$ cat src/rtl/pc_sequencer_pkg.sv
// Shared sequencing definitions: PC width, command encoding and command priority.
package pc_sequencer_pkg;

  localparam int unsigned PC_WIDTH = 8;

  typedef enum logic [2:0] {
    SEQ_INC,
    SEQ_JMP,
    SEQ_JZ,
    SEQ_CALL,
    SEQ_RET
  } seq_cmd_e;

  // Highest priority first; stall sits above all of these and is handled by the caller.
  localparam seq_cmd_e SEQ_PRIORITY [5] = '{SEQ_RET, SEQ_CALL, SEQ_JMP, SEQ_JZ, SEQ_INC};

  function automatic seq_cmd_e seq_decode(input logic ret, input logic call, input logic jmp,
                                          input logic jz);
    logic [4:0] req;
    seq_cmd_e   sel;
    req           = '0;
    req[SEQ_RET]  = ret;
    req[SEQ_CALL] = call;
    req[SEQ_JMP]  = jmp;
    req[SEQ_JZ]   = jz;
    req[SEQ_INC]  = 1'b1;
    sel           = SEQ_INC;
    for (int i = 4; i >= 0; i--) begin
      if (req[SEQ_PRIORITY[i]]) sel = SEQ_PRIORITY[i];
    end
    return sel;
  endfunction

endpackage

$ cat src/rtl/pc_sequencer_ret_stack.sv
// Return-address LIFO with count, full/empty flags and overflow/underflow pulses.
module ret_stack #(
  parameter int unsigned Width = 8,
  parameter int unsigned Depth = 8,
  localparam int unsigned CntW = $clog2(Depth + 1),
  localparam int unsigned IdxW = $clog2(Depth)
) (
  input  logic             clk_i,
  input  logic             rst_i,
  input  logic             push_i,
  input  logic             pop_i,
  input  logic [Width-1:0] data_i,
  output logic [Width-1:0] data_o,
  output logic [CntW-1:0]  count_o,
  output logic             full_o,
  output logic             empty_o,
  output logic             overflow_o,
  output logic             underflow_o
);

  logic [Width-1:0] mem_q [Depth];
  logic [CntW-1:0]  count_q, count_d, top_cnt;
  logic             do_push, do_pop;

  assign full_o      = (count_q == CntW'(Depth));
  assign empty_o     = (count_q == '0);
  assign do_push     = push_i && !full_o;
  // Push wins if both are requested, so a pop is only seen without a push.
  assign do_pop      = pop_i && !push_i && !empty_o;
  assign overflow_o  = push_i && full_o;
  assign underflow_o = pop_i && !push_i && empty_o;
  assign top_cnt     = count_q - CntW'(1);
  assign data_o      = empty_o ? '0 : mem_q[top_cnt[IdxW-1:0]];
  assign count_o     = count_q;

  always_comb begin
    count_d = count_q;
    if (do_push) begin
      count_d = count_q + CntW'(1);
    end else if (do_pop) begin
      count_d = top_cnt;
    end
  end

  always_ff @(posedge clk_i) begin
    if (rst_i) begin
      count_q <= '0;
    end else begin
      count_q <= count_d;
    end
  end

  always_ff @(posedge clk_i) begin
    if (do_push) begin
      mem_q[count_q[IdxW-1:0]] <= data_i;
    end
  end

endmodule

$ cat src/rtl/pc_sequencer.sv
// Program counter with jump/branch/call/return sequencing and a hardware return stack.
// Define PC_HALT_ON_ERR_EN to freeze the PC on stack overflow/underflow until reset.
module pc_sequencer
  import pc_sequencer_pkg::*;
#(
  parameter int unsigned PC_WIDTH    = pc_sequencer_pkg::PC_WIDTH,
  parameter int unsigned STACK_DEPTH = 8
) (
  input  logic                clk,
  input  logic                rst,
  input  logic                stall,
  input  logic                jmp,
  input  logic                jz,
  input  logic                call,
  input  logic                ret,
  input  logic                zero_flag,
  input  logic [PC_WIDTH-1:0] target,
  output logic [PC_WIDTH-1:0] instr_addr,
  output logic                stack_full,
  output logic                stack_empty,
  output logic                stack_err,
  output logic                halted
);

  localparam int unsigned CntW = $clog2(STACK_DEPTH + 1);

  logic [PC_WIDTH-1:0] pc_q, pc_d, pc_inc, stk_data;
  logic [CntW-1:0]     stk_count;
  logic                stk_full, stk_empty, stk_ovf, stk_unf;
  logic                push, pop, err_set, err_q, frozen;
  seq_cmd_e            cmd;

  assign err_set = stk_ovf || stk_unf;

`ifdef PC_HALT_ON_ERR_EN
  localparam bit HoldOnErr = 1'b1;
  logic halted_q;

  always_ff @(posedge clk) begin
    if (rst) begin
      halted_q <= 1'b0;
    end else if (err_set) begin
      halted_q <= 1'b1;
    end
  end

  assign frozen = halted_q;
  assign halted = halted_q;
`else
  localparam bit HoldOnErr = 1'b0;
  assign frozen = 1'b0;
  assign halted = 1'b0;
`endif

  always_comb begin
    pc_inc = pc_q + PC_WIDTH'(1);
    pc_d   = pc_q;
    push   = 1'b0;
    pop    = 1'b0;
    cmd    = seq_decode(ret, call, jmp, jz);
    if (!stall && !frozen) begin
      unique case (cmd)
        SEQ_RET: begin
          pop  = 1'b1;
          pc_d = stk_empty ? (HoldOnErr ? pc_q : pc_inc) : stk_data;
        end
        SEQ_CALL: begin
          push = 1'b1;
          pc_d = (HoldOnErr && stk_full) ? pc_q : target;
        end
        SEQ_JMP: pc_d = target;
        SEQ_JZ:  pc_d = zero_flag ? target : pc_inc;
        default: pc_d = pc_inc;
      endcase
    end
  end

  always_ff @(posedge clk) begin
    if (rst) begin
      pc_q  <= '0;
      err_q <= 1'b0;
    end else begin
      pc_q  <= pc_d;
      err_q <= err_q || err_set;
    end
  end

  ret_stack #(
    .Width(PC_WIDTH),
    .Depth(STACK_DEPTH)
  ) u_ret_stack (
    .clk_i      (clk),
    .rst_i      (rst),
    .push_i     (push),
    .pop_i      (pop),
    .data_i     (pc_inc),
    .data_o     (stk_data),
    .count_o    (stk_count),
    .full_o     (stk_full),
    .empty_o    (stk_empty),
    .overflow_o (stk_ovf),
    .underflow_o(stk_unf)
  );

  assign instr_addr  = pc_q;
  assign stack_full  = (stk_count == CntW'(STACK_DEPTH));
  assign stack_empty = (stk_count == '0);
  assign stack_err   = err_q;

endmodule

$ cat config.mk
export PLATFORM = sky130hd
export DESIGN_NAME = pc_sequencer
export DESIGN_NICKNAME = d
export VERILOG_FILES = /design/src/rtl/pc_sequencer_pkg.sv /design/src/rtl/pc_sequencer_ret_stack.sv /design/src/rtl/pc_sequencer.sv
export SDC_FILE = /design/constraint.sdc
export NUM_CORES = 1
export LEC_CHECK = 0
export ABC_AREA = 1
export BUFFER_PORTS_ARGS = -buffer_cell sky130_fd_sc_hd__buf_2
export CAP_MARGIN = 20
export CORE_MARGIN = 3
export CORE_UTILIZATION = 54
export DETAILED_ROUTE_END_ITERATION = 16
export GPL_ROUTABILITY_DRIVEN = 0
export GPL_TIMING_DRIVEN = 0
export PLACE_DENSITY = 0.75
export SLEW_MARGIN = 20
export SYNTH_ARGS = -nofsm -noshare
export SYNTH_HDL_FRONTEND = slang
export SYNTH_SLANG_ARGS = --single-unit
export TNS_END_PERCENT = 1
$ cat constraint.sdc
create_clock -name clk -period 2.1 [get_ports clk]
set_input_delay 0.42 -clock clk [delete_from_list [all_inputs] [get_ports clk]]
set_output_delay 0.42 -clock clk [all_outputs]
set_load 0.02 [all_outputs]
==> reports/results.md <==
| Parameter | This run |
|:---|:---|
| Initial antenna violation count | 0 |
| Data required, critical path | 2.16 ns |
| Wire length of the first global-routing pass | 12000 um |
| End point of the worst hold path | u_ret_stack.count_o[2] |
| Sequential share of the synthesized area | 0.611 |
| Design Power | 3.67 mW |
| Port Buffer Count | 25 |
| Final hold vios | 0 |
| Most common cell after layout, fill and taps aside | sky130_fd_sc_hd__nand2_1 |
| Number of maximum-capacitance violations | 0 |
| Critical register-to-register path endpoint | u_ret_stack.mem_q[6][0] |
| Clock Pin Slew Worst Setup and Hold Paths | 0.08 ns |
| Netlist area before placement | 3570 um2 |
| Vias per cell | 5.50 |
| Clock Root Buffer | sky130_fd_sc_hd__clkbuf_8 |
| Type of the setup path with the least slack | reg2reg |
| Maximum level of the CTS H-tree | 3 |
| N_diodes | 0 |
| Origin of the worst min-delay path | rst |
| Total core area | 6390 um2 |
| Pins over their slew limit | 0 |
| Outcome | finished, final reports clean |
| Count of state elements after synthesis | 77 |
| Die height | 87.3 um |
| Vias | 2646 |
| Inst Count DP | 464 |
| Commonest cells after routing, fill and taps aside | sky130_fd_sc_hd__nand2_1 (72), sky130_fd_sc_hd__edfxtp_1 (64), sky130_fd_sc_hd__nand3_1 (40), sky130_fd_sc_hd__nor2_1 (38) |
| Clock sink total | 77 |
| Clk Latency, worst-skew pair | 0.35 ns |
| Leakage dissipation | 1.64 nW |
| Pre-antenna DRT Iters | 5 |
| Tot GR Track Use | 0.217 |
| Post-synth EDFFs | 64 |
| Yosys warnings | 0 |
| Areal power density over the cells | 895 nW/um2 |
| Cell Rows | 29 |
| Net count reported at finish | 418 |
| Buffers from clock root to sink, at most | 2 |
| DIE AREA | 7630 um2 |
| Antenna violation net count after detailed routing | 0 |
| Syn_nets | 381 |
| Period utilisation layout | 0.950 |
| Cell types with the largest area share after synthesis | sky130_fd_sc_hd__edfxtp_1 (54%), sky130_fd_sc_hd__nand2_1 (7.8%), sky130_fd_sc_hd__dfxtp_1 (7.3%), sky130_fd_sc_hd__nand3_1 (5.6%), sky130_fd_sc_hd__nor2_1 (4.7%) |
| Largest net degree at the start of global routing | 14 |
| Clock buffers created by TritonCTS | 9 |
| Setup-violating endpoint count in the final report | 0 |
| Biggest area consumer among synthesized cells | sky130_fd_sc_hd__edfxtp_1 |
| Arrival time of data at the critical path endpoint | 2.06 ns |
| Multi-input combinational cell area | 1230 um2 |
| Number of DRC violations after detailed routing | 0 |
| Average wire per standard cell | 16.2 um |
| Vias in the first global route | 2292 |
| Number of cells on the worst hold path | 2 |
| P&R area growth vs syn | 14.8% |
| Register-to-Register Setup Slack | 0.10 ns |
| Count of cell types in the netlist | 29 |
| Total wirelength of the detailed-routed design | 7810 um |
| Initial standard-cell utilization of the core | 0.560 |
| Post-detail-place hpwl | 5360 um |
| Leftover overflow at the end of global routing | 0 |
| CP startpoint kind | flip-flop |
| Crit path capture type | flip-flop |
| Drt first-iter violations | 180 |
| Post-layout min period | 2.00 ns |
| Ys flop type | sky130_fd_sc_hd__edfxtp_1 |
| Portion of synthesized cell area occupied by the leading cell type | 0.538 |
| Worst slew margin relative to its limit | 0.611 |
| Worst reg2reg path depth | 10 |
| Worst-Margin Slew | 0.580 ns |
| Worst IR drop on VDD | 0.000604 V |
| Fmax achieved | 501 MHz |
| Share of layout cells above drive strength 1 | 0.218 |
| Mean instance size in the synthesized netlist | 9.87 um2 |
| TritonCTS clock tree | yes |
| Seq. cell area | 2180 um2 |
| Final Instance Count excl. Fillers | 481 |
| Final-layout fill cell count | 526 |
| Reg2Reg Launch Point | u_ret_stack.count_o[0] |
| Number of top-level pins | 28 |
| Post-synthesis instance total | 362 |
| Critical-path maximum fanout | 10 |
| Setup Skew | 0.00873 ns |
| Die Width | 87.3 um |
| Class of the tightest hold or removal check | in2reg |
| Share of synthesized flip-flops with an asynchronous set or reset | 0 |
final cells by class:
cell class              instances  share of cell area
flip-flops and latches         77               0.532
clock buffers                  11              0.0345
repair buffers                 26              0.0354
inverters                      35              0.0339
well taps                      77              0.0235
clock inverters                 5              0.0146
plain buffers                  14              0.0274
multi-input cells             236               0.299
per-stage QoR:
stage / setup TNS, ns / hold slack (ns) / util / area [um2] / setup WS [ns]
floorplan: 0 / 0.489 / - / 3580 / 0.117
global placement: -19.01 / 0.489 / 0.595 / 3800 / -0.377
detailed placement: -20.57 / 0.521 / 0.595 / 3800 / -0.412
CTS: -1.18 / 0.301 / 0.637 / 4070 / -0.0681
global route: -0.00255 / 0.310 / 0.642 / 4100 / -0.00237
finish: 0 / 0.314 / 0.642 / 4100 / 0.105
worst max-delay path, cell delays in order, from the launching register on:
cell and delay, ns:
sky130_fd_sc_hd__dfxtp_1 0.35, sky130_fd_sc_hd__buf_6 0.13, sky130_fd_sc_hd__inv_2 0.05, sky130_fd_sc_hd__buf_6 0.14
sky130_fd_sc_hd__ha_4 0.18, sky130_fd_sc_hd__nand3_2 0.08, sky130_fd_sc_hd__nand2_2 0.11, sky130_fd_sc_hd__inv_2 0.12
sky130_fd_sc_hd__nand2_2 0.14, sky130_fd_sc_hd__nor3_4 0.23, sky130_fd_sc_hd__buf_12 0.16
synthesized netlist by cell type (4+ instances only):
cell type	count
sky130_fd_sc_hd__inv_1	28
sky130_fd_sc_hd__edfxtp_1	64
sky130_fd_sc_hd__o211ai_1	10
sky130_fd_sc_hd__o21ai_1	9
sky130_fd_sc_hd__nand2_1	74
sky130_fd_sc_hd__nand3_1	40
sky130_fd_sc_hd__inv_2	6
sky130_fd_sc_hd__a21oi_1	15
sky130_fd_sc_hd__dfxtp_1	13
sky130_fd_sc_hd__nor2_1	45
sky130_fd_sc_hd__buf_2	4
sky130_fd_sc_hd__o21ai_0	15
sky130_fd_sc_hd__buf_4	7
layer usage:
metal,vias to the layer above,GRT usage,part of all wire
met4,0,0.0683,0.019
met1,1258,0.308,0.44
met2,77,0.328,0.47
met3,12,0.0568,0.070
li1,1299,-,-
met5,-,0,0
state kept, by name (all words and copies together) (netlist names):
signal,flops
instr_addr,8
stack_err,1
u_ret_stack.count_o,4
u_ret_stack.mem_q,64
power by group:
| part | internal [mW] | total, mW | switching, mW |
|---|---|---|---|
| Sequential | 1.72 | 1.76 | 0.0365 |
| Combinational | 0.269 | 0.819 | 0.550 |
| Clock | 0.583 | 1.09 | 0.510 |
| Total | 2.58 | 3.67 | 1.10 |
what timing repair did:
item / 4_1_cts / 5_1_grt
gates resized for setup: 12 / 9
pin swaps: 1 / 0
hold buffers: 0 / 0
buffers inserted: 1 / 0
endpoints found under the setup margin: 66 / 66
cells by family (layout without fill, tap and decap cells):
| group | Yosys count | after routing | share of synthesized area |
|---|---|---|---|
| other | 1 | 1 | 0.00105 |
| XOR/XNOR | 4 | 4 | 0.00981 |
| flip-flops | 77 | 77 | 0.611 |
| AND/OR/NAND/NOR | 174 | 174 | 0.213 |
| AO/OA/AOI/OAI | 54 | 54 | 0.0865 |
| adder cells (fa/ha/maj) | 3 | 3 | 0.0105 |
| buffers and inverters | 49 | 91 | 0.0686 |
how the worst max path moves through the flow:
stage | from | end | slack, ns | cells past startpoint
2_1_floorplan | u_ret_stack.count_o[0] | u_ret_stack.mem_q[2][0] | 0.12 | 9
3_3_place_gp | u_ret_stack.count_o[0] | u_ret_stack.mem_q[4][7] | -0.38 | 9
3_5_place_dp | u_ret_stack.count_o[0] | u_ret_stack.mem_q[4][7] | -0.41 | 9
4_1_cts | u_ret_stack.count_o[0] | u_ret_stack.mem_q[1][0] | -0.07 | 9
5_1_grt | u_ret_stack.count_o[0] | u_ret_stack.mem_q[4][1] | -0.002 | 9
6_report | u_ret_stack.count_o[0] | u_ret_stack.mem_q[6][0] | 0.10 | 10
No activity file was read; power rests on OpenSTA's default activity.
